===== src/rtl/enc_lag3_pipe.sv =====
// Closed-loop pitch lag encoder (G.729 style).
// Encodes integer lag + fraction into the pitch index and maintains the
// T0_min/T0_max search window between subframes. Fixed 4-cycle latency from
// the start-sampling edge to done, with a start/done handshake.
module enc_lag3_pipe #(
  parameter int unsigned PIT_MIN = 20,
  parameter int unsigned PIT_MAX = 143,
  parameter int unsigned W       = 16
) (
  input  logic         clk_i,
  input  logic         reset_i,
  input  logic         start_i,
  input  logic         pit_flag_i,
  input  logic [W-1:0] t0_i,
  input  logic [W-1:0] t0_frac_i,
  output logic         done_o,
  output logic [W-1:0] pitch_index_o,
  output logic [W-1:0] t0_min_o,
  output logic [W-1:0] t0_max_o
);

  // Intermediates carry two guard bits so 3*T0 and friends never wrap.
  localparam int unsigned LagW = W + 2;

  localparam logic signed [LagW-1:0] PitMinS  = LagW'(PIT_MIN);
  localparam logic signed [LagW-1:0] PitMaxS  = LagW'(PIT_MAX);
  localparam logic signed [LagW-1:0] WinLoS   = LagW'(5);
  localparam logic signed [LagW-1:0] WinSpanS = LagW'(9);
  localparam logic signed [LagW-1:0] Sf0OffS  = LagW'(58);
  localparam logic signed [LagW-1:0] Sf0HiOfS = LagW'(112);
  localparam logic signed [LagW-1:0] Sf0KneeS = LagW'(85);
  localparam logic signed [LagW-1:0] Sf1OffS  = LagW'(2);

  typedef enum logic [2:0] {
    StIdle,
    StCalcIdx,
    StCalcMin,
    StCalcMax,
    StDone
  } state_e;

  state_e state_q, state_d;

  // Operands latched at the accepted start so inputs may change afterwards.
  logic [W-1:0] t0_q, t0_d;
  logic [W-1:0] frac_q, frac_d;
  logic         flag_q, flag_d;

  logic [W-1:0] idx_q, idx_d;
  logic [W-1:0] pitch_index_q, pitch_index_d;
  logic [W-1:0] t0_min_q, t0_min_d;
  logic [W-1:0] t0_max_q, t0_max_d;
  logic         done_q, done_d;

  // Signed, widened views of the operands and current window.
  logic signed [LagW-1:0] t0_s;
  logic signed [LagW-1:0] frac_s;
  logic signed [LagW-1:0] min_s;
  logic signed [LagW-1:0] idx_sf0;
  logic signed [LagW-1:0] idx_sf1;
  logic signed [LagW-1:0] idx_full;
  logic signed [LagW-1:0] min_raw;
  logic signed [LagW-1:0] min_clamped;
  logic signed [LagW-1:0] max_raw;
  logic signed [LagW-1:0] min_from_max;

  // Index and window candidates, derived from the latched operands.
  always_comb begin
    t0_s   = signed'({{2{t0_q[W-1]}}, t0_q});
    frac_s = signed'({{2{frac_q[W-1]}}, frac_q});
    min_s  = signed'({{2{t0_min_q[W-1]}}, t0_min_q});

    // Subframe 0: fine resolution below the knee, integer resolution above.
    if (t0_s <= Sf0KneeS) begin
      idx_sf0 = (t0_s <<< 1) + t0_s - Sf0OffS + frac_s;
    end else begin
      idx_sf0 = t0_s + Sf0HiOfS;
    end

    // Subframe 1: relative to the stored window lower bound.
    idx_sf1  = ((t0_s - min_s) <<< 1) + (t0_s - min_s) + Sf1OffS + frac_s;
    idx_full = flag_q ? idx_sf1 : idx_sf0;

    min_raw      = t0_s - WinLoS;
    min_clamped  = (min_raw < PitMinS) ? PitMinS : min_raw;
    max_raw      = min_s + WinSpanS;
    min_from_max = PitMaxS - WinSpanS;
  end

  // Guard bits are dropped on purpose: outputs are truncated to W bits.
  logic unused_guard;
  assign unused_guard = ^{idx_full[LagW-1:W], min_clamped[LagW-1:W],
                          min_from_max[LagW-1:W]};

  // Next-state and datapath updates for each FSM step.
  always_comb begin
    state_d       = state_q;
    t0_d          = t0_q;
    frac_d        = frac_q;
    flag_d        = flag_q;
    idx_d         = idx_q;
    pitch_index_d = pitch_index_q;
    t0_min_d      = t0_min_q;
    t0_max_d      = t0_max_q;
    done_d        = done_q;

    unique case (state_q)
      StIdle: begin
        if (start_i) begin
          t0_d    = t0_i;
          frac_d  = t0_frac_i;
          flag_d  = pit_flag_i;
          done_d  = 1'b0;
          state_d = StCalcIdx;
        end
      end
      StCalcIdx: begin
        idx_d   = idx_full[W-1:0];
        state_d = StCalcMin;
      end
      StCalcMin: begin
        if (!flag_q) begin
          t0_min_d = min_clamped[W-1:0];
        end
        state_d = StCalcMax;
      end
      StCalcMax: begin
        // Uses the T0_min written in the previous step.
        if (!flag_q) begin
          if (max_raw > PitMaxS) begin
            t0_max_d = PitMaxS[W-1:0];
            t0_min_d = min_from_max[W-1:0];
          end else begin
            t0_max_d = max_raw[W-1:0];
          end
        end
        state_d = StDone;
      end
      StDone: begin
        pitch_index_d = idx_q;
        done_d        = 1'b1;
        state_d       = StIdle;
      end
      default: begin
        state_d = StIdle;
      end
    endcase
  end

  // FSM state register; reset aborts any encode in flight.
  always_ff @(posedge clk_i) begin
    if (reset_i) begin
      state_q <= StIdle;
    end else begin
      state_q <= state_d;
    end
  end

  // Datapath and result registers.
  always_ff @(posedge clk_i) begin
    if (reset_i) begin
      t0_q          <= '0;
      frac_q        <= '0;
      flag_q        <= 1'b0;
      idx_q         <= '0;
      pitch_index_q <= '0;
      t0_min_q      <= PitMinS[W-1:0];
      t0_max_q      <= W'(PIT_MIN + 9);
      done_q        <= 1'b0;
    end else begin
      t0_q          <= t0_d;
      frac_q        <= frac_d;
      flag_q        <= flag_d;
      idx_q         <= idx_d;
      pitch_index_q <= pitch_index_d;
      t0_min_q      <= t0_min_d;
      t0_max_q      <= t0_max_d;
      done_q        <= done_d;
    end
  end

  assign done_o        = done_q;
  assign pitch_index_o = pitch_index_q;
  assign t0_min_o      = t0_min_q;
  assign t0_max_o      = t0_max_q;

endmodule


===== config.mk =====
export PLATFORM = sky130hd
export DESIGN_NAME = enc_lag3_pipe
export DESIGN_NICKNAME = d
export VERILOG_FILES = /design/src/rtl/enc_lag3_pipe.sv
export SDC_FILE = /design/constraint.sdc
export NUM_CORES = 1
export LEC_CHECK = 0
export ABC_AREA = 1
export BUFFER_PORTS_ARGS = -buffer_cell sky130_fd_sc_hd__buf_4
export CAP_MARGIN = 10
export CELL_PAD_IN_SITES_DETAIL_PLACEMENT = 2
export CELL_PAD_IN_SITES_GLOBAL_PLACEMENT = 2
export CORE_MARGIN = 2
export CORE_UTILIZATION = 31
export DETAILED_ROUTE_END_ITERATION = 8
export GPL_TIMING_DRIVEN = 0
export HOLD_SLACK_MARGIN = 0.06
export PLACE_DENSITY = 0.81
export SKIP_CTS_REPAIR_TIMING = 1
export SLEW_MARGIN = 20
export SYNTH_ARGS = -nofsm -noshare
export SYNTH_HDL_FRONTEND = slang
export SYNTH_SLANG_ARGS = --single-unit

===== constraint.sdc =====
create_clock -name clk_i -period 3.7 [get_ports clk_i]
set_input_delay 0.37 -clock clk_i [delete_from_list [all_inputs] [get_ports clk_i]]
set_output_delay 0.37 -clock clk_i [all_outputs]
set_load 0.01 [all_outputs]

# == Word level (Yosys, flattened, before mapping) ==
# Cells that the tools add are included.
# word_totals
wordCells,50
inputBits,36
reg_bits,101
# op_classes
magnitude_cmp,3
eq_ne,8
n_reduce_logical,7
n_bitwise,1
mux,12
n_addsub,10
# op_table
op,count
2-to-1 mux 16 bit,7
adder 16 bit,4
case mux 16 bit (2 select lines),1
adder 16 x 5 -> 17 bit (second input constant),1
> comparator 17 x 9 -> 1 bit (second input constant),1
less-than comparator 17 x 6 -> 1 bit (second input constant),1
subtractor 16 x 4 -> 17 bit (second input constant),1
adder 16 x 3 -> 16 bit (second input constant),1
adder 16 x 8 -> 16 bit (second input constant),1
less-or-equal comparator 16 x 8 -> 1 bit (second input constant),1
subtractor 16 bit,1
subtractor 16 x 7 -> 16 bit (second input constant),1
case mux 3 bit (4 select lines),1
inequality test 2 bit (second input constant),4
equality test 3 x 2 -> 1 bit (second input constant),2
AND reduction 2 bit,3
AND reduction 4 bit,1
nonzero test 2 bit,2
equality test 3 x 1 -> 1 bit (second input constant),1
equality test 3 bit (second input constant),1
zero test 3 bit,1
2-to-1 mux 3 bit,1
case mux 1 bit (2 select lines),1
2-to-1 mux 1 bit,1
inverter 1 bit,1

# == Logic depth before layout (Yosys ltp) ==
# Gate-level depths: netlist of run 1.
# logic_depth
depth_word,5
mapped_depth,23
mapped_depth_nobuf,23

# == Least setup slack after synthesis of run 1 ==
# Ideal clock, no wire load.
# synth_timing
path_kind,flip-flop to flip-flop
start,"reg t0_min_q[0], in the netlist t0_min_o[0]"
end,reg idx_q[13]
slack_ns,-0.010
arrival_time_ns,3.601
synth_period_minus_slack_ns,3.710
stages_incl_launch_ff,21
cell_sequence,dfxtp_1 -> ha_1 -> inv_1 -> fa_1 -> nand2_1 -> nand2_1 -> nand3_1 -> nand2_1 -> a31o_2 -> xnor2_1 -> inv_1 -> fa_1 -> ha_1 -> a21oi_1 -> o21ai_0 -> a211oi_1 -> nand2_1 -> o21ai_0 -> nand3_1 -> nand2_1 -> inv_1
# synth_between
elab_chain_len,5
# synth_rtl
item,line_no,rtl
start: declaration,51,"logic [W-1:0] t0_min_q, t0_min_d;"
start signal: assignment,167,t0_min_q <= PitMinS[W-1:0];
start signal: assignment,176,t0_min_q <= t0_min_d;
subtractor 16 bit,81,idx_sf1 = ((t0_s - min_s) <<< 1) + (t0_s - min_s) + Sf1OffS + frac_s;
adder 16 bit,81,
adder 16 x 3 -> 16 bit,81,
adder 16 bit,81,
2-to-1 mux 16 bit,82,idx_full = flag_q ? idx_sf1 : idx_sf0;
end signal: assignment,174,idx_q <= idx_d;
end: declaration,49,"logic [W-1:0] idx_q, idx_d;"
# No other way between the ends.
# A chain may end at the register's enable or synchronous reset.

# == Final worst setup path of run 1 ==
# layout_timing
start,reg t0_q[0]
end,reg idx_q[15]
# layout_between
elab_chain_len,5
word_cells_on_any_way,11
# layout_rtl
item,line_no,rtl
start: declaration,45,"logic [W-1:0] t0_q, t0_d;"
start signal: assignment,171,t0_q <= t0_d;
subtractor 16 bit or adder 16 bit (tied branches),"81, 75",
adder 16 bit or subtractor 16 x 7 -> 16 bit (tied branches),"81, 75",
adder 16 x 3 -> 16 bit or adder 16 bit (tied branches),"81, 75",
adder 16 bit or 2-to-1 mux 16 bit (tied branches),"81, 74",
2-to-1 mux 16 bit *,82,
# Every way passes the cells marked *; elsewhere a longest branch is shown, timed or not.

==> run_results.csv, run 1 <==
group,metric,value,unit
outcome,status,"finished, violations left",
outcome,violations,"setup timing",
global_routing,grt_max_degree,20,
clock_network,htree_levels,3,
min_path,worstHoldPathType,"input pin to flip-flop",
routing,dr.pass1.iters,4,
floorplanning,ioPinCount,85,
power_and_ir_drop,p_sw_frac,0.510,
global_routing,grtUsageTotal,0.238,
timing,fin_ws,-0.294,ns
cells_and_area,layout.nets,1475,
clock_network,cts_tree,"done",
clock_network,clockBufferDepth,2,
routing,wl,36.5,mm
power_and_ir_drop,p_comb_frac,0.717,
power_and_ir_drop,p_clk_frac,0.125,
clock_network,cts_buffers,9,
global_routing,antenna_found_initial,0,
floorplanning,fp.coreArea,0.0262,mm2
placed_design,place_area,0.00937,mm2
power_and_ir_drop,p_switching,4.21,mW
cells_and_area,nFillCells,3066,
cells_and_area,design_area,0.0107,mm2
timing,rsz0062_at_grt,"yes",
worst_setup_path,startpoint_type,"flip-flop",
logic_synthesis,synth_fp_nets,1354,
timing,fin_skew,0.0186,ns
power_and_ir_drop,ir_worst_vdd,0.000642,V
floorplanning,die_area,0.0282,mm2
power_and_ir_drop,p_seq_frac,0.157,
timing,setup_viol,7,
logic_synthesis,yosysSeqAreaShare,0.243,
logic_synthesis,synth-main-ff-cell,"dfxtp_1",
worst_setup_path,crit_fanout,5,
placed_design,dp_hpwl,27.0,mm
placed_design,port_buffers,84,
routing,wl_per_cell,21.9,um
power_and_ir_drop,power_density,771,mW/mm2
floorplanning,dieWidth,168,um
clock_network,clock-sinks,101,
timing,slew-limit-headroom,0.345,
routing,remaining_drc_errors,0,
worst_setup_path,end_kind,"flip-flop",
clock_network,clockRootBuffer,"clkbuf_16",
timing,period_share,1.08,
placed_design,gp_congestion,0.917,
cells_and_area,antenna-diode-count,0,
routing,vias,8902,
cells_and_area,area_delta_synth_final,28.6,%
logic_synthesis,avgSynthCellArea,6.89,um2
job,drv_cap,0,
power_and_ir_drop,p_int,4.04,mW
logic_synthesis,synth_edf_count,0,
floorplanning,initial_utilization,0.317,
global_routing,grt_pass1_vias,9432,
clock_network,cts.clk_slew.worst_paths,0.08,ns
routing,drt_iter0_markers,317,
worst_setup_path,crit_arrival,4.30,ns
power_and_ir_drop,power.leakage,5.04,nW
logic_synthesis,ys_ff_latch,101,
routing,ant_nets,0,
global_routing,grt-ovfl-total,0,
cells_and_area,drive_above_1_share,0.203,
logic_synthesis,ys_async_sr_fraction,0,
timing,tightest_slew,0.975,ns
clock_network,clock_latency,0.38,ns
timing,hold_viol,0,
logic_synthesis,yosysWarnings,0,
logic_synthesis,synth_area,0.00832,mm2
timing,slew_violations,0,
global_routing,grt_pass1_wl,52.1,mm
routing,via_per_inst,5.34,
floorplanning,row_count,59,
timing,finalCriticalPeriod,3.99,ns
floorplanning,die-height,168,um
logic_synthesis,netlist_instances,1207,
timing,holdWs,0.258,ns
timing,fmax,0.250,GHz
worst_setup_path,required,4.01,ns
worst_setup_path,crit_type,"flip-flop to flip-flop",
logic_synthesis,synth_cell_types,43,
==> power groups by stage <==
stage                     combinational [mW]  clock [mW]  sequential, mW
final                                   5.91        1.03            1.30
after global routing                    6.46        1.09            1.31
after CTS                               4.22        1.06            1.29
after detailed placement                4.16           0            1.32
after global placement                  4.01           0            1.31
after floorplan                         2.91           0            1.28
==> per-stage QoR <==
| step | setup slack, ns | cells | setup TNS [ns] | util | power (mW) |
|---|---|---|---|---|---|
| floorplan | 0.0326 | 1207 | 0 | - | 4.19 |
| global placement | -0.948 | 1626 | -5.85 | 0.357 | 5.32 |
| detailed placement | -1.04 | 1626 | -6.85 | 0.357 | 5.48 |
| CTS | -1.09 | 1642 | -7.24 | 0.369 | 6.57 |
| global route | -0.455 | 1668 | -2.17 | 0.408 | 8.86 |
| finish | -0.294 | 1668 | -0.981 | 0.408 | 8.25 |
==> path summary, 6_finish.rpt <==
kind / slack, ns / cells past startpoint / start / end
min: 0.26 / 3 / start_i / state_q[0]
max: -0.29 / 23 / t0_q[0] / idx_q[15]
min reg2reg: 0.47 / 2 / t0_max_o[9] / t0_max_o[9]
max reg2reg: -0.29 / 23 / t0_q[0] / idx_q[15]
==> layout by cell type (no fill, tap or decap), types with 4 or more instances in the layout <==
cell type,synthesis,layout
buf_4,1,106
nand2_4,0,4
xor2_1,38,31
nand3_1,98,88
dfxtp_2,0,10
o21ai_1,3,4
inv_2,2,11
clkbuf_16,0,9
xor2_4,0,4
a21o_1,4,4
fa_1,30,27
nand2_1,234,218
a21oi_2,0,6
nor2_1,117,115
nand3_2,2,10
dfxtp_4,0,8
inv_4,0,4
xnor2_1,17,12
nor3_1,8,7
nor2_2,4,6
ha_1,81,60
inv_6,0,4
dfxtp_1,101,83
o211ai_1,6,6
a21oi_1,113,101
a21oi_4,0,6
ha_4,0,20
o21ai_0,92,87
clkbuf_1,25,25
nand2_2,2,14
o21a_1,4,4
a31oi_1,10,10
nand4_1,12,12
buf_2,7,7
inv_1,163,150
buf_6,4,7
clkinv_1,4,4
==> per-layer routing <==
| metal | vias up | part of all wire | global-route usage |
|---|---|---|---|
| met2 | 199 | 0.52 | 0.436 |
| met1 | 4445 | 0.41 | 0.288 |
| met5 | - | 0 | 0 |
| met4 | 0 | 0.038 | 0.0854 |
| li1 | 4178 | - | - |
| met3 | 80 | 0.035 | 0.0263 |
==> worst max-delay path, stage by stage, from the launching register on <==
cell	delay [ns]
dfxtp_4	0.36
inv_4	0.07
ha_4	0.14
inv_4	0.04
fa_2	0.42
nand2_2	0.09
nand2_4	0.06
nand3_4	0.09
nand2_4	0.08
a21oi_4	0.24
o21bai_4	0.11
xor2_2	0.16
buf_6	0.15
inv_4	0.03
fa_1	0.58
ha_4	0.24
a21o_1	0.21
a221oi_4	0.29
nand3_4	0.13
inv_2	0.06
nand2_1	0.06
nand3_2	0.08
nand2_2	0.11
a21oi_2	0.13
==> synth_stat cells (5+ instances only) <==
master    number  area [um2]
nand2_1      234         878
nand4_1       12        75.1
o21ai_0       92         460
a31oi_1       10        62.6
fa_1          30         601
xor2_1        38         333
inv_1        163         612
dfxtp_1      101        2020
nor2_1       117         439
a21oi_1      113         566
clkbuf_1      25        93.8
nand3_1       98         490
nor3_1         8        40.0
o21bai_1       5        37.5
xnor2_1       17         149
buf_2          7        35.0
o211ai_1       6        45.0
ha_1          81        1010
==> layout make-up <==
type | instances | area [um2] | area share
buffer | 38 | 189 | 0.0177
clock buffer | 10 | 239 | 0.0223
clock inverter | 6 | 62.6 | 0.00585
inverter | 169 | 644 | 0.0602
multi-input combinational | 899 | 6220 | 0.581
sequential | 101 | 2060 | 0.193
tap | 335 | 419 | 0.0392
timing repair buffer | 110 | 858 | 0.0802
==> registers in the layout (all words and copies together) (netlist names), 3 cells and up <==
name / cells
t0_max_o: 16
t0_min_o: 16
t0_q: 16
state_q: 3
pitch_index_o: 16
frac_q: 16
idx_q: 16
==> logic make-up after synthesis <==
family,Yosys count,synth area share
AO/OA/AOI/OAI,250,0.163
XOR/XNOR,55,0.0579
adder cells (fa/ha/maj),111,0.194
buffers and inverters,207,0.0985
flip-flops,101,0.243
AND/OR/NAND/NOR,483,0.244
Power figures use the tool's default switching activity.
==> inputs of run 2 (changes only) <==
--- a/config.mk
+++ b/config.mk
@@ -15,2 +15,3 @@
 export DETAILED_ROUTE_END_ITERATION = 8
+export GPL_ROUTABILITY_DRIVEN = 0
 export GPL_TIMING_DRIVEN = 0
--- a/constraint.sdc
+++ b/constraint.sdc
@@ -3,2 +3,2 @@
 set_output_delay 0.37 -clock clk_i [all_outputs]
-set_load 0.01 [all_outputs]
+set_load 0.02 [all_outputs]
==> run 2 against run 1 <==
Against the previous run:
- the run still ends with setup timing left
- clock power rose by 5%
- core utilization decreased by 1.2 points
- global-route usage rose by 0.66 points
- non-clock buffer count fell by 9
- register-to-register slack worse by 0.06 ns
- critical path depth shrank 2
- routed wire length fell by 3.5%
==> run_results.csv, run 2 (synthesis results as in run 1) <==
group,metric,value,unit
global_routing,grtUsageTotal,0.245,
placed_design,dp_hpwl,27.3,mm
global_routing,grt_pass1_wl,53.0,mm
outcome,status,"finished, violations left",
placed_design,dp_cells,1626,
worst_setup_path,crit_fanout,6,
timing,fin_skew,0.00846,ns
timing,slew-limit-headroom,0.360,
cells_and_area,layout_commonest_cell,"nand2_1",
timing,slew_violations,0,
clock_network,clockBufferDepth,2,
floorplanning,dieWidth,168,um
clock_network,clock-sinks,101,
floorplanning,die-height,168,um
worst_setup_path,crit_arrival,4.37,ns
worst_setup_path,crit_type,"flip-flop to flip-flop",
cells_and_area,mostFrequentLayoutCells,"222 x nand2_1, 157 x inv_1, 116 x nor2_1, 103 x a21oi_1, 99 x buf_4",
worst_setup_path,slowest_delay,0.58,ns
routing,ant_nets,0,
cells_and_area,nFillCells,3126,
timing,finalCriticalPeriod,4.05,ns
timing,hold_viol,0,
clock_network,clock_latency,0.38,ns
routing,wl,35.2,mm
timing,period_share,1.10,
cells_and_area,antenna-diode-count,0,
power_and_ir_drop,power.leakage,4.97,nW
cells_and_area,area_delta_synth_final,25.0,%
timing,tightest_slew,0.953,ns
global_routing,grt-ovfl-total,0,
clock_network,cts_tree,"done",
cells_and_area,drive_above_1_share,0.176,
worst_setup_path,required,4.01,ns
floorplanning,ioPinCount,85,
clock_network,cts_buffers,9,
routing,vias,8720,
timing,fin_ws,-0.353,ns
floorplanning,initial_utilization,0.317,
job,drv_cap,0,
placed_design,port_buffers,84,
floorplanning,row_count,59,
floorplanning,die_area,0.0282,mm2
outcome,violations,"setup timing",
routing,dr.pass1.iters,4,
placed_design,place_area,0.00937,mm2
floorplanning,fp.coreArea,0.0262,mm2
worst_setup_path,end_kind,"flip-flop",
cells_and_area,layout.nets,1466,
power_and_ir_drop,ir_worst_vdd,0.000715,V
routing,via_per_inst,5.26,
worst_setup_path,crit_chain,"inv_1 -> ha_1 -> a21oi_1 -> nand2_2 -> nand2_1 -> nand2_2 -> a21oi_4 -> o21bai_2 -> xor2_2 -> inv_1 -> fa_2 -> ha_2 -> nand2_2 -> inv_1 -> a221oi_4 -> nand3_4 -> inv_2 -> nand2_1 -> nand3_2 -> nand2_4 -> a21oi_2",
global_routing,grt_pass1_vias,9469,
global_routing,antenna_found_initial,0,
timing,rsz0062_at_grt,"yes",
worst_setup_path,crit_slowest_cell,"fa_2",
clock_network,clockRootBuffer,"clkbuf_16",
worst_setup_path,startpoint_type,"flip-flop",
cells_and_area,fin_cells,1659,
cells_and_area,design_area,0.0104,mm2
routing,drt_iter0_markers,404,
min_path,worstHoldPathType,"input pin to flip-flop",
clock_network,cts.clk_slew.worst_paths,0.09,ns
global_routing,grt_max_degree,22,
clock_network,htree_levels,3,
power_and_ir_drop,power_density,741,mW/mm2
timing,setup_viol,6,
routing,wl_per_cell,21.2,um
timing,fmax,0.247,GHz
routing,remaining_drc_errors,0,
[run 2: cell count changes in the layout (fill, tap and decap cells not counted), sizes merged]
cell,previous run,this run
buf,123,114
clkbuf,35,34
clkinv,5,6
[run 2: metrics by stage]
stage / TNS [ns] / utilization / hold slack (ns) / power [mW] / setup slack, ns
global route: -3.05 / 0.397 / 0.287 / 8.33 / -0.568
CTS: -7.66 / 0.369 / 0.267 / 6.65 / -1.11
detailed placement: -7.39 / 0.358 / 0.465 / 5.52 / -1.08
floorplan: 0 / - / 0.445 / 4.21 / 0.0419
global placement: -5.80 / 0.358 / 0.454 / 5.33 / -0.923
finish: -1.50 / 0.397 / 0.270 / 7.70 / -0.353
[run 2: routing by layer]
metal / track usage / routed length (um) / vias to the layer above
met1: 0.296 / 14800 / 4360
met3: 0.0252 / 1040 / 59
li1: - / - / 4152
met4: 0.0900 / 1450 / 0
met2: 0.448 / 17900 / 149
met5: 0 / 0 / -
[run 2: worst paths after layout]
kind | from | end | slack, ns | cells after the start
worst min register to register | t0_max_o[9] | t0_max_o[9] | 0.47 | 2
worst min-delay path | t0_frac_i[6] | frac_q[6] | 0.27 | 3
worst max register to register | t0_min_o[1] | idx_q[15] | -0.35 | 21
worst max-delay path | t0_min_o[1] | idx_q[15] | -0.35 | 21
[run 2: where the power goes]
part	switching (mW)	internal, mW	leakage (nW)
logic	3.29	2.04	3.99
registers	0.123	1.18	0.832
clock network	0.583	0.493	0.152
total	3.99	3.71	4.97
[run 2: area by class of cell]
| class | instances | area, um2 | area share |
|---|---|---|---|
| inverter | 169 | 642 | 0.0618 |
| clock buffer | 9 | 225 | 0.0217 |
| multi-input combinational | 899 | 6010 | 0.578 |
| timing repair buffer | 101 | 766 | 0.0737 |
| sequential | 101 | 2060 | 0.198 |
| buffer | 38 | 189 | 0.0182 |
| tap | 335 | 419 | 0.0403 |
| clock inverter | 7 | 83.8 | 0.00807 |
[run 2: worst max-delay path, delay by kind of cell, from the launching register on]
| family | cells | cell delay, ns |
|---|---|---|
| xor+xnor | 1 | 0.22 |
| fa+ha+maj | 3 | 1.17 |
| compound gates | 5 | 0.94 |
| simple gates | 8 | 0.90 |
| flops | 1 | 0.39 |
| buf+inv | 4 | 0.35 |
